`src/rtl/bus_arbiter.sv`:
```
// Round-robin bus arbiter with a bounded ownership time.
// One owner at a time drives the bus. Every release is followed by a
// one-cycle turnaround (GAP) and one arbitration cycle (IDLE), so there are
// at least two grant-free cycles between owners.
// All outputs come straight from registers.
module bus_arbiter #(
  parameter int N        = 8,
  parameter int MAX_HOLD = 4
) (
  input  logic                 clk,
  input  logic                 clr,
  input  logic [N-1:0]         req,
  output logic [N-1:0]         grant,
  output logic [$clog2(N)-1:0] grant_id,
  output logic                 busy,
  output logic                 timeout
);

  localparam int IW = $clog2(N);

  typedef enum logic [1:0] {
    IDLE = 2'd0,
    OWN  = 2'd1,
    GAP  = 2'd2
  } state_t;

  state_t          state_reg, state_next;
  logic [IW-1:0]   ptr_reg, ptr_next;
  logic [3:0]      hold_cnt_reg, hold_cnt_next;
  logic [N-1:0]    grant_reg, grant_next;
  logic [IW-1:0]   grant_id_reg, grant_id_next;
  logic            busy_reg, busy_next;
  logic            timeout_reg, timeout_next;

  // Requests rotated so that position 0 is the requester at ptr.
  logic [N-1:0]    req_rot;
  logic [IW-1:0]   rot_idx [N];
  logic [IW-1:0]   win_off;
  logic [IW-1:0]   winner;
  logic            any_req;
  logic            owner_req;
  logic            hold_max;

  genvar gi;
  generate
    for (gi = 0; gi < N; gi++) begin : g_rot
      assign rot_idx[gi] = ptr_reg + IW'(gi);
      assign req_rot[gi] = req[rot_idx[gi]];
    end
  endgenerate

  // Lowest set position of the rotated vector is the round-robin winner.
  always_comb begin
    win_off = '0;
    for (int k = N - 1; k >= 0; k--) begin
      if (req_rot[k]) begin
        win_off = IW'(k);
      end
    end
  end

  assign any_req   = |req_rot;
  assign winner    = ptr_reg + win_off;
  assign owner_req = req[grant_id_reg];
  assign hold_max  = (hold_cnt_reg == 4'(MAX_HOLD));

  // State and output registers; clr is active low and synchronous.
  always_ff @(posedge clk) begin
    if (!clr) begin
      state_reg    <= IDLE;
      ptr_reg      <= '0;
      hold_cnt_reg <= '0;
      grant_reg    <= '0;
      grant_id_reg <= '0;
      busy_reg     <= 1'b0;
      timeout_reg  <= 1'b0;
    end else begin
      state_reg    <= state_next;
      ptr_reg      <= ptr_next;
      hold_cnt_reg <= hold_cnt_next;
      grant_reg    <= grant_next;
      grant_id_reg <= grant_id_next;
      busy_reg     <= busy_next;
      timeout_reg  <= timeout_next;
    end
  end

  // Next-state: arbitrate in IDLE, release on drop or hold limit, one GAP.
  always_comb begin
    state_next = state_reg;
    case (state_reg)
      IDLE:    if (any_req) state_next = OWN;
      OWN:     if (!owner_req || hold_max) state_next = GAP;
      GAP:     state_next = IDLE;
      default: state_next = IDLE;
    endcase
  end

  // Next values for the registered outputs, pointer and hold counter.
  // A dropped request wins over the hold limit, so it never pulses timeout.
  always_comb begin
    ptr_next      = ptr_reg;
    hold_cnt_next = hold_cnt_reg;
    grant_next    = grant_reg;
    grant_id_next = grant_id_reg;
    busy_next     = busy_reg;
    timeout_next  = 1'b0;
    case (state_reg)
      IDLE: begin
        if (any_req) begin
          grant_next    = {{(N-1){1'b0}}, 1'b1} << winner;
          grant_id_next = winner;
          busy_next     = 1'b1;
          hold_cnt_next = 4'd1;
          ptr_next      = winner + IW'(1);
        end else begin
          grant_next = '0;
          busy_next  = 1'b0;
        end
      end
      OWN: begin
        if (!owner_req) begin
          grant_next = '0;
          busy_next  = 1'b0;
        end else if (hold_max) begin
          grant_next   = '0;
          busy_next    = 1'b0;
          timeout_next = 1'b1;
        end else begin
          hold_cnt_next = hold_cnt_reg + 4'd1;
        end
      end
      default: begin
        grant_next = '0;
        busy_next  = 1'b0;
      end
    endcase
  end

  assign grant    = grant_reg;
  assign grant_id = grant_id_reg;
  assign busy     = busy_reg;
  assign timeout  = timeout_reg;

endmodule

```
`config.mk`:
```
export PLATFORM = sky130hd
export DESIGN_NAME = bus_arbiter
export DESIGN_NICKNAME = d
export VERILOG_FILES = /design/src/rtl/bus_arbiter.sv
export SDC_FILE = /design/constraint.sdc
export NUM_CORES = 1
export LEC_CHECK = 0
export BUFFER_PORTS_ARGS = -buffer_cell sky130_fd_sc_hd__buf_2
export CAP_MARGIN = 20
export CORE_ASPECT_RATIO = 1.2
export CORE_MARGIN = 5
export CORE_UTILIZATION = 63
export DETAILED_ROUTE_END_ITERATION = 10
export PLACE_DENSITY = 0.94
export SETUP_SLACK_MARGIN = 0.3
export SYNTH_ARGS = -nofsm -noshare
export SYNTH_HDL_FRONTEND = slang
export SYNTH_SLANG_ARGS = --single-unit
```
`constraint.sdc`:
```
create_clock -name clk -period 10.1 [get_ports clk]
set_input_delay 1.515 -clock clk [delete_from_list [all_inputs] [get_ports clk]]
set_output_delay 1.515 -clock clk [all_outputs]
set_load 0.005 [all_outputs]
```
==> qor.txt, run 1 <==
status: finished, final reports clean
CP required: 10.30 ns
dpl cells: 255
Final nets: 247
Ports: 23
busiest grt layer: met2
syn avg cell area: 9.05 µm²
worst path setup slack after routing: 5.72 ns
row count: 21
CTS clk-pin slew, worst paths: 0.12 ns
pre-CTS setup slack: 5.47 ns
Worst path most repeated cell: ha_1
Max IR drop VDD: 0.000189 V
synthesis-to-finish area growth: 6.78%
CTS tree: built
final setup fails: 0
most frequent cells in the layout: dfxtp_1, buf_2, nor2_1, nand2_1, mux4_2
Filler cells: 205
gr usage total: 21.4%
CTS Root Cell: clkbuf_4
syn_nets: 231
CP Capture Type: flip-flop
worst skew pair latency: 0.31 ns
final hold violation count: 0
Crit path depth: 13
Die Area: 4220 µm²
Yosys warning count: 0
total congestion overflow: 0
GR Util met1: 30.3%
worst rel slew slack: 34.6%
Critical Path, Cell by Cell: inv_1 -> ha_1 -> mux4_2 -> mux2i_4 -> o31a_1 -> o21ai_0 -> a22oi_1 -> fa_1 -> inv_1 -> ha_1 -> ha_1 -> nand2_1 -> a21oi_1
Largest stage delay, worst path: 0.81 ns
postcts setup bufs: 0
worst hold margin: 0.478 ns
Cells after Synth: 210
family with the most delay on the worst path: adder cells
fin util: 71.5%
initial antenna violation count: 0
CTS Buffer Depth: 2
port bufs: 22
CTS sink cnt: 22
Final TNS setup: 0 ns
DR iter-0 viols: 116
routed via count: 1,712
reg2reg setup slack: 5.72 ns
CP max-delay cell: dfxtp_1
post-synth cell types: 53
share of the cycle needed by the critical path after routing: 43.4%
largest net degree at the start of global routing: 23
routability-driven placement congestion ratio: 0.841
hold crit path type: reg -> reg
placed cell area: 1990 µm²
cell area power density: 323 nW/µm²
Final Non-Filler Cells: 259
post-route design area: 2030 µm²
share of layout cells above drive strength 1: 20.9%
asr flop ratio synth: 0%
max FFs per register: 8
Die Width: 60.1 µm
drt wl/cell: 16.5 µm
RSZ-0062 raised after global routing: false
final wirelength: 4280 µm
Post-synth EDFFs: 0
first-pass GRT wire length: 7170 µm
Top FF cell, synth: dfxtp_1
fin crit period: 4.38 ns
Final Slew Violations: 0
Setup crit start kind: flip-flop
Max FO, Critical Path: 16
Pleak: 0.809 nW
met2 usage: 32.2%
synthesis-stage register bit count: 22
DRC viols: 0
# hold bufs at CTS: 0
Worst Setup Path Type: reg -> reg
Placeable Area: 2840 µm²
CP Data Arrival Time: 4.58 ns
post-CTS sizing: 0
# H-tree levels: 1
antenna diode count: 0
worst path buffer plus inverter count: 2
hpwl dp: 3220 µm
share of the yosys chip area belonging to registers: 23.2%
skew final: 0.00227 ns
Hold Path Depth: 1
cell area after synthesis: 1900 µm²
Die Span Y: 70.2 µm
Num CTS Buffers: 3
DR vias/cell: 6.61
Power Total: 0.655 mW
GR Layer Usage met3: 4.79%
path depth of the worst reg2reg path: 13
Slew @ Worst Pin: 0.980 ns
Initial Utilization: 67.0%
Final ANT Viol Nets: 0
Max Cap Viol: 0
DRT Pass-1 Iters: 5
FMAX: 228 MHz
vias in the first global route: 1,539
-- synth_stat cells (2+ instances only) --
| master | number | area share (%) |
|---|---|---|
| buf_1 | 2 | 0.40 |
| a31oi_1 | 2 | 0.66 |
| o31ai_1 | 3 | 1.2 |
| buf_2 | 3 | 0.79 |
| a211oi_1 | 6 | 2.4 |
| nand4_1 | 3 | 0.99 |
| clkbuf_1 | 4 | 0.79 |
| nand3b_1 | 2 | 0.79 |
| a22oi_1 | 3 | 1.2 |
| nor3_1 | 9 | 2.4 |
| nand2b_1 | 6 | 2.0 |
| mux2i_1 | 6 | 3.2 |
| o21ai_1 | 3 | 0.79 |
| a31o_1 | 3 | 1.4 |
| nand2_1 | 18 | 3.6 |
| nand3_1 | 4 | 1.1 |
| inv_1 | 11 | 2.2 |
| xnor2_1 | 3 | 1.4 |
| dfxtp_1 | 22 | 23 |
| nor2_1 | 21 | 4.1 |
| mux4_2 | 12 | 14 |
| o21ai_0 | 5 | 1.3 |
| mux2_2 | 3 | 1.8 |
| buf_6 | 2 | 1.2 |
| and2_1 | 2 | 0.66 |
| ha_1 | 10 | 6.6 |
| a2bb2oi_1 | 2 | 0.92 |
| a21oi_1 | 9 | 2.4 |
| nor2b_1 | 3 | 0.99 |
| xor2_1 | 2 | 0.92 |
| a32o_1 | 4 | 2.1 |
-- cell families after synthesis --
family                     synth area share (%)
xor gates and xnor gates                   3.16
and+or+nand+nor                            18.0
buffers and inverters                      5.73
DFF                                        23.2
adders and majority gates                  7.64
muxes                                      20.9
AOI/OAI and AO/OA                          21.3
-- worst paths after layout --
| check | start | to |
|---|---|---|
| max reg2reg | ptr_reg[1] | ptr_reg[2] |
| min reg2reg | grant[2] | grant[2] |
| min | grant[2] | grant[2] |
| max | ptr_reg[1] | ptr_reg[2] |
-- where the power goes --
group | internal (mW) | switching (mW) | leakage [nW] | total, mW
registers | 0.110 | 0.0399 | 0.180 | 0.150
clock network | 0.0221 | 0.0267 | 0.0210 | 0.0488
logic | 0.204 | 0.252 | 0.608 | 0.456
total | 0.336 | 0.319 | 0.809 | 0.655
-- routing by layer --
| layer | vias up | part of all wire [%] |
|---|---|---|
| li1 | 814 | - |
| met1 | 802 | 41 |
| met2 | 83 | 48 |
| met3 | 13 | 8.4 |
| met4 | 0 | 2.2 |
| met5 | - | 0 |
-- layout make-up --
type	instances	area [µm²]	area share (%)
well taps	34	42.5	2.10
repair buffers	23	118	5.80
inverters	11	41.3	2.03
clock buffers	4	36.3	1.79
multi-input cells	165	1350	66.6
flip-flops and latches	22	440	21.7
Note: power is estimated with default switching activity, not from simulation.
==> run 2: changes to the inputs <==
Settings changed: ABC_AREA set to 1, CORE_UTILIZATION 63 to 52, PLACE_DENSITY 0.94 to 0.85.
Clock period 10.1 ns to 3.6 ns, I/O delays scaled along.
==> qor.txt, run 2 <==
status: finished, final reports clean
Top FF cell, synth: dfxtp_1
share of the cycle needed by the critical path after routing: 87.0%
Num CTS Buffers: 3
cell area after synthesis: 1800 µm²
Placeable Area: 3340 µm²
Slew @ Worst Pin: 0.790 ns
synthesis-to-finish area growth: 20.3%
Yosys warning count: 0
final wirelength: 4430 µm
post-synth cell types: 27
share of the yosys chip area belonging to registers: 24.5%
gr usage total: 17.3%
worst skew pair latency: 0.26 ns
syn_nets: 292
family with the most delay on the worst path: adder cells
routed via count: 1,834
share of layout cells above drive strength 1: 30.3%
total congestion overflow: 0
syn avg cell area: 6.63 µm²
drt wl/cell: 13.1 µm
largest net degree at the start of global routing: 15
Cells after Synth: 271
final setup fails: 0
Critical Path, Cell by Cell: inv_4 -> ha_4 -> buf_4 -> nand3_2 -> nand3_2 -> nand2_2 -> a21oi_1 -> o21ai_1 -> nand2_1 -> a21oi_2 -> ha_2 -> inv_1 -> fa_2 -> inv_2 -> ha_2 -> ha_4 -> o21ai_2 -> a21oi_1
routability-driven placement congestion ratio: 0.852
Max FO, Critical Path: 6
Largest stage delay, worst path: 0.58 ns
initial antenna violation count: 0
Final TNS setup: 0 ns
FMAX: 319 MHz
worst rel slew slack: 47.2%
most frequent cell after synthesis: nand2_1
port bufs: 22
DRC viols: 0
Synth area leaders: dfxtp_1, nand2_1, nand3_1, ha_1, a21oi_1
CP required: 3.74 ns
cell area power density: 1070 nW/µm²
Initial Utilization: 53.8%
worst path buffer plus inverter count: 4
DR iter-0 viols: 79
final hold violation count: 0
fin crit period: 3.13 ns
Setup crit start kind: flip-flop
Synth top area share: 24.5%
skew final: 0.00238 ns
Die Area: 4740 µm²
DRT Pass-1 Iters: 4
synth cell count leaders: nand2_1, nand3_1, nor2_1
Max IR drop VDD: 0.000825 V
asr flop ratio synth: 0%
CP Capture Type: flip-flop
row count: 23
vias in the first global route: 1,650
# hold bufs at CTS: 0
Worst Setup Path Type: reg -> reg
synthesis-stage register bit count: 22
max FFs per register: 8
most common cell after layout, fill and taps aside: nand2_1
Final ANT Viol Nets: 0
CTS Buffer Depth: 2
CTS clk-pin slew, worst paths: 0.08 ns
Ports: 23
CP Data Arrival Time: 3.28 ns
# H-tree levels: 1
Final Slew Violations: 0
post-synth top area cell: dfxtp_1
worst hold margin: 0.465 ns
Die Width: 63.7 µm
CP max-delay cell: fa_2
CTS Root Cell: clkbuf_8
RSZ-0062 raised after global routing: true
Pleak: 1.03 nW
Die Span Y: 74.4 µm
Max Cap Viol: 0
most frequent cells in the layout: nand2_1, nand3_1, nor2_1, buf_2, dfxtp_1
hold crit path type: reg -> reg
CTS tree: built
DR vias/cell: 5.44
Final nets: 322
first-pass GRT wire length: 6710 µm
Post-synth EDFFs: 0
antenna diode count: 0
CTS sink cnt: 22
hpwl dp: 3310 µm
-- run 2: final timing paths --
check	from	to	slack [ns]	cells past startpoint
setup / recovery	ptr_reg[1]	ptr_reg[2]	0.47	18
hold / removal	grant[6]	grant[6]	0.46	2
setup reg to reg	ptr_reg[1]	ptr_reg[2]	0.47	18
hold reg to reg	grant[6]	grant[6]	0.46	2
-- run 2: layer usage --
layer	global-route usage, %	vias to the layer above	wire length, µm
met1	18.0	833	1700
met5	0	-	0
met2	35.6	60	2500
met3	1.06	6	161
li1	-	935	-
met4	7.16	0	64
-- run 2: layout make-up --
type	instances	area, µm²
Multi-Input combinational cell	218	1320
Fill cell	283	1180
Sequential cell	22	449
Timing Repair Buffer	32	189
Inverter	24	103
Clock buffer	4	55.1
Tap cell	37	46.3
-- run 2: worst reg2reg max path, stage by stage (launching register included) --
cell and delay [ns]:
dfxtp_2 0.37, inv_4 0.07, ha_4 0.27, buf_4 0.14, nand3_2 0.09, nand3_2 0.08
nand2_2 0.09, a21oi_1 0.07, o21ai_1 0.13, nand2_1 0.08, a21oi_2 0.14, ha_2 0.17
inv_1 0.05, fa_2 0.59, inv_2 0.07, ha_2 0.19, ha_4 0.24, o21ai_2 0.12
a21oi_1 0.05
-- run 2: metrics by stage --
stage	area, µm²	util [%]	setup WS, ns	total power [mW]	std cells
after global placement	1940	58.0	0.263	1.77	326
final	2160	64.7	0.468	2.31	337
after CTS	2010	60.2	0.308	2.03	330
after floorplan	1810	-	0.386	1.52	271
after detailed placement	1940	58.0	0.0882	1.82	326
after global routing	2160	64.7	0.244	2.52	337
-- run 2: what timing repair did --
| item | CTS | global route |
|---|---|---|
| buffers inserted | 0 | 7 |
| resized for setup | 6 | 28 |
| pin swaps | 1 | 12 |
| setup endpoints to repair | 2 | 5 |
-- run 2: report_power, final --
group	internal (mW)	switching, mW	leakage (nW)
logic	0.696	1.05	0.817
clock network	0.0974	0.0783	0.0288
registers	0.322	0.0669	0.182
-- run 2: cell families after synthesis --
group / Yosys count / share of synthesized area (%)
AO/OA/AOI/OAI: 31 / 8.77
adder cells (fa/ha/maj): 11 / 8.08
XOR/XNOR: 7 / 5.29
flip-flops: 22 / 24.5
AND/OR/NAND/NOR: 169 / 45.1
buffers and inverters: 31 / 8.22
